--- src/rtl/cpu_sequencer.sv ---
// Instruction-cycle controller for the 8-bit accumulator CPU: eight-phase sequencer with memory wait states and timeout.
// Optional single-step mode is enabled by defining CPU_SEQ_STEP_EN.
module cpu_sequencer #(
  parameter int OPC_W    = 3,
  parameter int MAX_WAIT = 15
) (
  input  logic             clk,
  input  logic             rst_n,
  input  logic [OPC_W-1:0] opcode,
  input  logic             zero,
  input  logic             mem_ack,
  input  logic             resume,
`ifdef CPU_SEQ_STEP_EN
  input  logic             step,
`endif
  output logic             sel,
  output logic             rd,
  output logic             wr,
  output logic             mem_req,
  output logic             ld_ir,
  output logic             ld_ac,
  output logic             ld_pc,
  output logic             inc_pc,
  output logic             data_e,
  output logic             halt,
  output logic             bus_err,
  output logic [2:0]       phase,
  output logic             instr_done
);

  localparam int WCW = $clog2(MAX_WAIT + 1);

  localparam logic [OPC_W-1:0] OP_HLT = OPC_W'(0);
  localparam logic [OPC_W-1:0] OP_SKZ = OPC_W'(1);
  localparam logic [OPC_W-1:0] OP_ADD = OPC_W'(2);
  localparam logic [OPC_W-1:0] OP_AND = OPC_W'(3);
  localparam logic [OPC_W-1:0] OP_XOR = OPC_W'(4);
  localparam logic [OPC_W-1:0] OP_LDA = OPC_W'(5);
  localparam logic [OPC_W-1:0] OP_STO = OPC_W'(6);
  localparam logic [OPC_W-1:0] OP_JMP = OPC_W'(7);

  typedef enum logic [3:0] {
    ST_ADDR,
    ST_FETCH,
    ST_LOAD,
    ST_IDLE,
    ST_OPADDR,
    ST_OPFETCH,
    ST_ALU,
    ST_STORE,
`ifdef CPU_SEQ_STEP_EN
    ST_WAITSTEP,
`endif
    ST_HALTED
  } state_t;

  state_t         state_q, state_d;
  logic [WCW-1:0] wait_q, wait_d;
  logic           bus_err_q, bus_err_d;
  logic           aluop, is_sto, is_jmp, is_skz, is_hlt;
  logic           stall;

  assign aluop  = (opcode == OP_ADD) || (opcode == OP_AND) ||
                  (opcode == OP_XOR) || (opcode == OP_LDA);
  assign is_sto = (opcode == OP_STO);
  assign is_jmp = (opcode == OP_JMP);
  assign is_skz = (opcode == OP_SKZ);
  assign is_hlt = (opcode == OP_HLT);

  // NOTE: state registers use non-blocking assignments so every flop samples pre-edge values.
  always_ff @(posedge clk or negedge rst_n) begin
    if (!rst_n) begin
      state_q   <= ST_ADDR;
      wait_q    <= '0;
      bus_err_q <= 1'b0;
    end else begin
      state_q   <= state_d;
      wait_q    <= wait_d;
      bus_err_q <= bus_err_d;
    end
  end

  // NOTE: every output and next-state value is defaulted first so no latch can be inferred.
  always_comb begin
    state_d   = state_q;
    wait_d    = '0;
    bus_err_d = bus_err_q;
    sel       = 1'b0;
    rd        = 1'b0;
    wr        = 1'b0;
    mem_req   = 1'b0;
    ld_ir     = 1'b0;
    ld_ac     = 1'b0;
    ld_pc     = 1'b0;
    inc_pc    = 1'b0;
    data_e    = 1'b0;
    halt      = 1'b0;
    phase     = 3'd0;

    case (state_q)
      ST_ADDR: begin
        sel     = 1'b1;
        phase   = 3'd0;
        state_d = ST_FETCH;
      end
      ST_FETCH: begin
        sel     = 1'b1;
        rd      = 1'b1;
        mem_req = 1'b1;
        phase   = 3'd1;
        state_d = ST_LOAD;
      end
      ST_LOAD: begin
        sel     = 1'b1;
        rd      = 1'b1;
        ld_ir   = 1'b1;
        phase   = 3'd2;
        state_d = ST_IDLE;
      end
      ST_IDLE: begin
        sel     = 1'b1;
        rd      = 1'b1;
        ld_ir   = 1'b1;
        phase   = 3'd3;
        state_d = ST_OPADDR;
      end
      ST_OPADDR: begin
        inc_pc  = 1'b1;
        halt    = is_hlt;
        phase   = 3'd4;
        state_d = is_hlt ? ST_HALTED : ST_OPFETCH;
      end
      ST_OPFETCH: begin
        rd      = aluop;
        mem_req = aluop;
        phase   = 3'd5;
        state_d = ST_ALU;
      end
      ST_ALU: begin
        rd      = aluop;
        ld_ac   = aluop;
        inc_pc  = is_skz && zero;
        ld_pc   = is_jmp;
        data_e  = is_sto;
        phase   = 3'd6;
        state_d = ST_STORE;
      end
      ST_STORE: begin
        rd      = aluop;
        ld_ac   = aluop;
        inc_pc  = is_jmp;
        ld_pc   = is_jmp;
        data_e  = is_sto;
        wr      = is_sto;
        mem_req = is_sto;
        phase   = 3'd7;
`ifdef CPU_SEQ_STEP_EN
        state_d = ST_WAITSTEP;
`else
        state_d = ST_ADDR;
`endif
      end
`ifdef CPU_SEQ_STEP_EN
      ST_WAITSTEP: begin
        phase = 3'd0;
        if (step) state_d = ST_ADDR;
      end
`endif
      ST_HALTED: begin
        halt  = 1'b1;
        phase = 3'd4;
        if (resume && !bus_err_q) state_d = ST_ADDR;
      end
      default: state_d = ST_ADDR;
    endcase

    // mem_req is only raised in wait-capable phases, so this covers FETCH, OPFETCH and STORE.
    if (mem_req && !mem_ack) begin
      if (wait_q == WCW'(MAX_WAIT)) begin
        bus_err_d = 1'b1;
        state_d   = ST_HALTED;
      end else begin
        state_d = state_q;
        wait_d  = wait_q + 1'b1;
      end
    end
  end

  assign stall      = mem_req && !mem_ack;
  assign instr_done = (state_q == ST_STORE) && !stall;
  assign bus_err    = bus_err_q;

endmodule

--- config.mk ---
export PLATFORM = sky130hd
export DESIGN_NAME = cpu_sequencer
export DESIGN_NICKNAME = d
export VERILOG_FILES = /design/src/rtl/cpu_sequencer.sv
export SDC_FILE = /design/constraint.sdc
export NUM_CORES = 1
export LEC_CHECK = 0
export CAP_MARGIN = 20
export CORE_MARGIN = 3
export CORE_UTILIZATION = 49
export CTS_BUF_LIST = sky130_fd_sc_hd__clkbuf_8
export DETAILED_ROUTE_END_ITERATION = 6
export HOLD_SLACK_MARGIN = 0.03
export PLACE_DENSITY = 0.86
export SETUP_SLACK_MARGIN = 0.15
export SYNTH_ARGS = -nofsm -noshare
export SYNTH_HDL_FRONTEND = slang
export SYNTH_SLANG_ARGS = --single-unit
--- constraint.sdc ---
create_clock -name clk -period 2.5 [get_ports clk]
set_input_delay 0.5 -clock clk [delete_from_list [all_inputs] [get_ports clk]]
set_output_delay 0.5 -clock clk [all_outputs]
set_load 0.1 [all_outputs]
---- Word-level counts from Yosys, hierarchy flattened ----
Cells that the tools add are included.
operators by class
  reduce and logical (&&, ||, !) cells .... 20
  $add $sub $neg .......................... 1
  equality and inequality tests ........... 18
  multiplexer cells ....................... 18
operator list
  kind                                            number
  case mux 4 bit (8 select lines)                 1
  two-way mux 4 bit                               6
  case mux 3 bit (7 select lines)                 1
  == test 4 x 3 -> 1 bit (second input constant)  4
  == test 3 bit (second input constant)           4
  == test 4 x 2 -> 1 bit (second input constant)  2
  == test 4 bit (second input constant)           2
  == test 3 x 2 -> 1 bit (second input constant)  2
  two-way mux 1 bit                               6
  case mux 1 bit (3 select lines)                 2
  OR reduction 2 bit                              3
  OR reduction 3 bit                              2
  adder 4 x 1 -> 4 bit (second input constant)    1
  == test 4 x 1 -> 1 bit (second input constant)  1
  logical AND 1 bit                               4
  zero test 4 bit                                 1
  case mux 1 bit (2 select lines)                 2
  AND reduction 2 bit                             2
  OR reduction 4 bit                              1
  == test 3 x 1 -> 1 bit (second input constant)  1
  zero test 1 bit                                 3
  zero test 3 bit                                 1
  logical OR 1 bit                                3
  != test 3 bit (second input constant)           1
  != test 2 x 1 -> 1 bit (second input constant)  1
word-level totals
  bits of input ports ..................... 8
  flip-flop bits (word level) ............. 9
  word-level logic and storage cells ...... 60
  output and inout bits ................... 15

---- Depth between registers and ports, before layout ----
Gate-level depths: netlist of the first run.
  depth in word-level cells ............... 8
  mapped depth ............................ 6
  gate-level depth less buffers ........... 5

---- Worst setup path after synthesis of the first run ----
OpenSTA, ideal clock, no wires.
  path kind ............................... in2out
  start point ............................. input port opcode[2]
  end point ............................... output port rd
  stages .................................. 2
  data required time ...................... 2.000 ns
  buffers on the path ..................... 0
  path slack .............................. -0.900 ns
  data arrival time ....................... 2.900 ns
  cell sequence ........................... xnor2_1 a211oi_1
on the way
  word-level cells in the longest chain between the ends .. 5
  elaborated cells on any way between the ends .. 8
  classes of those cells .................. eq/ne (4); mux (1); reduce/logical (3)
ends and longest elaborated chain
  item                                 line  text
  start: declaration                   9     input logic [OPC_W-1:0] opcode,
  == test 3 x 2 -> 1 bit               63    assign aluop = (opcode == OP_ADD) || (opcode == OP_AND) ||
  logical OR 1 bit (2 in a row)        63
  logical OR 1 bit (*)                 64    (opcode == OP_XOR) || (opcode == OP_LDA);
  case mux 1 bit (2 select lines) (*)  100   case (state_q)
  end: declaration                     17    output logic rd,
Mark *: on every way between the ends. The rest lies on a longest branch, timed or not.

---- Worst setup path after layout of the first run ----
  start point ............................. input port opcode[2]
  end point ............................... output port halt
on the way
  word-level cells in the longest chain between the ends .. 2
ends and longest elaborated chain
  item                             line  text
  zero test 3 bit                  68    assign is_hlt = (opcode == OP_HLT);
  case mux 1 bit (2 select lines)  100
  end: declaration                 25    output logic halt,
Every way passes these cells.

==> flow_metrics.env, run 1 <==
export IMPL_outcome="finished clean"
export IMPL_r2r_setup_slack_ns=0.87
export IMPL_clockRootBuffer="clkbuf_8"
export IMPL_hold_class="flip-flop to flip-flop"
export IMPL_cts_hold_fix_buffers=0
export IMPL_initial_core_util=0.557
export IMPL_syn_cell_area_um2=652
export IMPL_routabilityCongestion=0.819
export IMPL_clock_skew_ns=0.000556
export IMPL_grt_pass1_vias=724
export IMPL_ios=23
export IMPL_num_vias=693
export IMPL_setup_viol=0
export IMPL_yosys_area_share_simple=0.326
export IMPL_clock_latency_ns=0.23
export IMPL_num_rows=12
export IMPL_antennaDiodeCount=0
export IMPL_postRouteAntennaNets=0
export IMPL_hold_violations=0
export IMPL_cts_tree="built"
export IMPL_rsz0062_at_grt="false"
export IMPL_nNetsFinal=113
export IMPL_ys_ff_latch=9
export IMPL_wl_um=2040
export IMPL_path_max_fanout=2
export IMPL_synth_edf_count=0
export IMPL_drv_slew=0
export IMPL_grt_start_max_net_pins=13
export IMPL_drive_above_1_share=0.388
export IMPL_grt_overflow=0
export IMPL_ys_warnings_count=0
export IMPL_synth_xor_area_frac=0.0672
export IMPL_path_clk_slew_ns=0.05
export IMPL_synth_top_family_by_area="simple AND/OR/NAND/NOR gates"
export IMPL_critPathRequiredTime_ns=2.00
export IMPL_dp_hpwl_um=1520
export IMPL_fp_dieW_um=42.5
export IMPL_fin_crit_sh=0.928
export IMPL_grt_pass1_wl_um=3470
export IMPL_synth_adder_area_share=0.0192
export IMPL_start_kind="primary input"
export IMPL_fillers=44
export IMPL_synth_area_leaders="dfrtp_1 35%, nor2_1 5.2%, xnor2_1 4.0%"
export IMPL_syn_inst=74
export IMPL_postCtsSetupBuffers=0
export IMPL_period_needed_ns=2.32
export IMPL_tns_ns=0
export IMPL_first_iter_violations=22
export IMPL_ys_flop_type="dfrtp_1"
export IMPL_synth_nets=83
export IMPL_die_h_um=42.5
export IMPL_ys_seq_area_frac=0.345
export IMPL_cp_arrival_ns=1.82
export IMPL_syn_area_per_cell_um2=8.81
export IMPL_drc=0
export IMPL_synth_mux_area_frac=0
export IMPL_clock_path_buffers=2
export IMPL_async_reset_ff_frac=1.00
export IMPL_synth_top_area_share=0.345
export IMPL_slew_limit_headroom=0.714
export IMPL_drt_pass1_iter_count=4
export IMPL_timing_fmax_mhz=431
export IMPL_dieArea_um2=1800
export IMPL_clkSinkCount=9
export IMPL_cts_made_buffers=3
export IMPL_wl_per_cell_um=17.4
export IMPL_htree_levels=1
export IMPL_syn2layout_area_growth_pct=65.5
export IMPL_worstSetupEndpointType="output port"
export IMPL_max_slew_worst_pin_slew_ns=0.427
export IMPL_fp_coreArea_um2=1170
export IMPL_track_usage=0.252
export IMPL_maxCapViolCount=0
export IMPL_synth_top_area_cell="dfrtp_1"
export IMPL_synth_cell_types=35
export IMPL_path_class="primary input to output port"
export IMPL_antenna_found_initial=0
export IMPL_vias_per_cell=5.92
export IMPL_portBuffers=22
export IMPL_synth_compound_area_frac=0.202
==> metrics by stage <==
step / worst slack, ns / area, µm² / util / instances / hold slack, ns
floorplan: -0.0978 / 678 / - / 74 / 0.204
global placement: -0.0471 / 1030 / 0.882 / 113 / 0.472
detailed placement: -0.0711 / 1030 / 0.882 / 113 / 0.476
CTS: 0.152 / 1080 / 0.921 / 117 / 0.489
global route: 0.157 / 1080 / 0.921 / 117 / 0.520
finish: 0.181 / 1080 / 0.921 / 117 / 0.496
==> layout by cell type (no fill, tap or decap), types with 2 or more instances in the layout <==
master           synthesis  layout
or2_2                    2       2
clkdlybuf4s50_1          0       4
nand2_1                  4       4
and2_1                   3       2
or3_4                    2       2
xor2_1                   2       2
nor2_2                   0       2
a21oi_4                  1       2
buf_4                    0      11
nor2b_1                  4       4
clkbuf_8                 0       3
xnor2_1                  3       3
inv_1                    3       4
dfrtp_1                  9       9
nor2_1                   9       7
buf_12                   0      10
and3_1                   2       2
nand3_1                  5       5
==> critical path: stages <==
cell and delay (ns):
clkdlybuf4s15_1 0.18, or3_4 0.40, or3_4 0.36, a21oi_4 0.18, buf_12 0.19
==> state kept, by name, summed over array words and instances (netlist names) <==
register and count:
state_q 4, wait_q 4, bus_err 1
==> cell usage after synthesis (2+ instances only) <==
cell type / count
a21oi_1: 2
and2_1: 3
and3_1: 2
buf_2: 3
dfrtp_1: 9
inv_1: 3
nand2_1: 4
nand3_1: 5
nor2_1: 9
nor2b_1: 4
or2_2: 2
or3_4: 2
xnor2_1: 3
xor2_1: 2
==> path summary, 6_finish.rpt <==
path	startpoint	to	cells past startpoint
max	opcode[2]	halt	5
min	bus_err	bus_err	1
max reg2reg	state_q[3]	wait_q[0]	5
min reg2reg	bus_err	bus_err	1
max in group asynchronous	rst_n	state_q[3]	1
min in group asynchronous	rst_n	wait_q[0]	1
==> logic make-up after synthesis <==
family,count (synthesis)
AO/OA/AOI/OAI,16
XOR/XNOR,5
adder cells (fa/ha/maj),1
buffers and inverters,6
flip-flops,9
AND/OR/NAND/NOR,37
==> layout make-up <==
class,count,area [µm²],area share
Inverter,3,11.3,0.0104
Clock buffer,3,41.3,0.0383
Timing Repair Buffer,28,353,0.327
Clock inverter,1,3.75,0.00348
Sequential cell,9,225,0.209
Tap cell,14,17.5,0.0162
Multi-Input combinational cell,59,427,0.396
==> per-layer routing <==
metal  GRT usage  part of all wire  wire, µm  up-vias
met5           0                 0         0        -
met4      0.0621             0.023        46        0
met3      0.0815             0.063       128        6
met2       0.426              0.52      1060       31
met1       0.305              0.39       801      338
li1            -                 -         -      318
==> repair_timing <==
item,4_1_cts,5_1_grt
gates cloned,0,0
endpoints found under the setup margin,3,1
pin swaps,3,2
gates resized for setup,6,0
Power of run 1 is not shown: default switching activity piles up to over one toggle a cycle in this logic, so the estimate is an artifact.
==> run 2: changes to the inputs <==
--- a/config.mk
+++ b/config.mk
@@ -12,7 +12,9 @@
 export DETAILED_ROUTE_END_ITERATION = 6
 export HOLD_SLACK_MARGIN = 0.03
 export PLACE_DENSITY = 0.86
+export REMOVE_ABC_BUFFERS = 1
 export SETUP_SLACK_MARGIN = 0.15
+export SLEW_MARGIN = 5
 export SYNTH_ARGS = -nofsm -noshare
 export SYNTH_HDL_FRONTEND = slang
 export SYNTH_SLANG_ARGS = --single-unit
==> constraint.sdc (replaced) <==
create_clock -name clk -period 2.5 [get_ports clk]
set_input_delay 0.375 -clock clk [delete_from_list [all_inputs] [get_ports clk]]
set_output_delay 0.375 -clock clk [all_outputs]
set_load 0.1 [all_outputs]
==> flow_metrics.env, run 2 (synthesis results as in run 1) <==
export IMPL_clock_skew_ns=0.000302
export IMPL_num_rows=12
export IMPL_r2r_setup_slack_ns=0.89
export IMPL_final_cell_mix="10 x buf_12, 9 x nor2_1, 9 x dfrtp_1"
export IMPL_critPathRequiredTime_ns=2.12
export IMPL_wl_per_cell_um=18.3
export IMPL_initial_core_util=0.557
export IMPL_outcome="finished clean"
export IMPL_drt_pass1_iter_count=4
export IMPL_worst_slack_ns=0.217
export IMPL_cts_tree="built"
export IMPL_drc=0
export IMPL_drv_slew=0
export IMPL_vias_per_cell=5.88
export IMPL_postRouteAntennaNets=0
export IMPL_clock_path_buffers=2
export IMPL_r2r_worst_path_cells=4
export IMPL_maxCapViolCount=0
export IMPL_rr_startpoint="state_q[3]"
export IMPL_mostFrequentLayoutCell="buf_12"
export IMPL_pre_cts_slack_ns=0.0772
export IMPL_clock_latency_ns=0.23
export IMPL_dpl_cell_area_um2=977
export IMPL_antenna_found_initial=0
export IMPL_routabilityCongestion=0.844
export IMPL_antennaDiodeCount=0
export IMPL_rsz0062_at_grt="false"
export IMPL_holdWs_ns=0.447
export IMPL_die_h_um=42.5
export IMPL_cp_arrival_ns=1.91
export IMPL_tns_ns=0
export IMPL_final_area_um2=1030
export IMPL_worstSetupEndpointType="output port"
export IMPL_ios=23
export IMPL_hold_class="primary input to asynchronous set/reset pin"
export IMPL_grt_overflow=0
export IMPL_dieArea_um2=1800
export IMPL_grt_start_max_net_pins=13
export IMPL_path_class="primary input to output port"
export IMPL_start_kind="primary input"
export IMPL_max_slew_worst_pin_slew_ns=0.420
export IMPL_regToRegEndpoint="wait_q[0]"
export IMPL_fp_coreArea_um2=1170
export IMPL_drive_above_1_share=0.303
export IMPL_grt_pass1_wl_um=3600
export IMPL_htree_levels=1
export IMPL_cts_made_buffers=3
export IMPL_wl_um=2070
export IMPL_hold_violations=0
export IMPL_postCtsSetupBuffers=0
export IMPL_portBuffers=22
export IMPL_num_vias=664
export IMPL_path_clk_slew_ns=0.04
export IMPL_period_needed_ns=2.28
export IMPL_setup_viol=0
export IMPL_clkSinkCount=9
export IMPL_track_usage=0.270
export IMPL_clockRootBuffer="clkbuf_8"
export IMPL_fin_crit_sh=0.913
export IMPL_first_iter_violations=10
export IMPL_grt_pass1_vias=721
export IMPL_fp_dieW_um=42.5
export IMPL_timing_fmax_mhz=438
export IMPL_cts_hold_fix_buffers=0
export IMPL_dp_hpwl_um=1400
export IMPL_slew_limit_headroom=0.719
export IMPL_nNetsFinal=109
export IMPL_path_max_fanout=3
export IMPL_syn2layout_area_growth_pct=58.3
## run 2: stage by stage
step            util  instances
2_1_floorplan      -         71
3_3_place_gp   0.834        109
3_5_place_dp   0.834        109
4_1_cts        0.881        113
5_1_grt        0.881        113
6_report       0.881        113
## run 2: worst max-delay path by stage
stage	from	end	slack [ns]	depth (start not counted)
after floorplan	state_q[1]	rd	-0.68	2
after global placement	opcode[0]	halt	0.1	5
after detailed placement	opcode[0]	halt	0.08	5
after CTS	opcode[1]	halt	0.19	5
after global routing	opcode[1]	halt	0.16	5
final	opcode[1]	halt	0.22	5
## run 2: area by class of cell
type,count,area (µm²)
fillers,54,139
well taps,14,17.5
multi-input cells,59,412
repair buffers,24,322
inverters,3,11.3
flip-flops and latches,9,225
clock inverters,1,3.75
clock buffers,3,41.3
## run 2: timing repair
item                       in CTS  in global routing
pin swaps                       0                  1
setup endpoints to repair       1                  1
resized for setup               3                  0
## run 2: metal layers
metal / up-vias / part of all wire / track usage
met1: 305 / 0.35 / 0.303
met2: 37 / 0.53 / 0.453
met3: 13 / 0.076 / 0.0944
met4: 0 / 0.039 / 0.124
met5: - / 0 / 0
li1: 309 / - / -
## run 2: worst max-delay path, stage by stage
cell and delay (ns):
clkdlybuf4s50_1 0.42, or3_4 0.41, or3_4 0.36, a21oi_4 0.16, buf_12 0.19
Power of run 2 is left out for the same reason.
==> run 3: changes to the inputs <==
--- a/config.mk
+++ b/config.mk
@@ -10,6 +10,7 @@
 export CORE_UTILIZATION = 49
 export CTS_BUF_LIST = sky130_fd_sc_hd__clkbuf_8
 export DETAILED_ROUTE_END_ITERATION = 6
+export GPL_ROUTABILITY_DRIVEN = 0
 export HOLD_SLACK_MARGIN = 0.03
 export PLACE_DENSITY = 0.86
 export REMOVE_ABC_BUFFERS = 1
==> results of run 3 <==
Final layout, timing and power as in run 2 (identical DEF).
Power of run 3 is left out for the same reason.
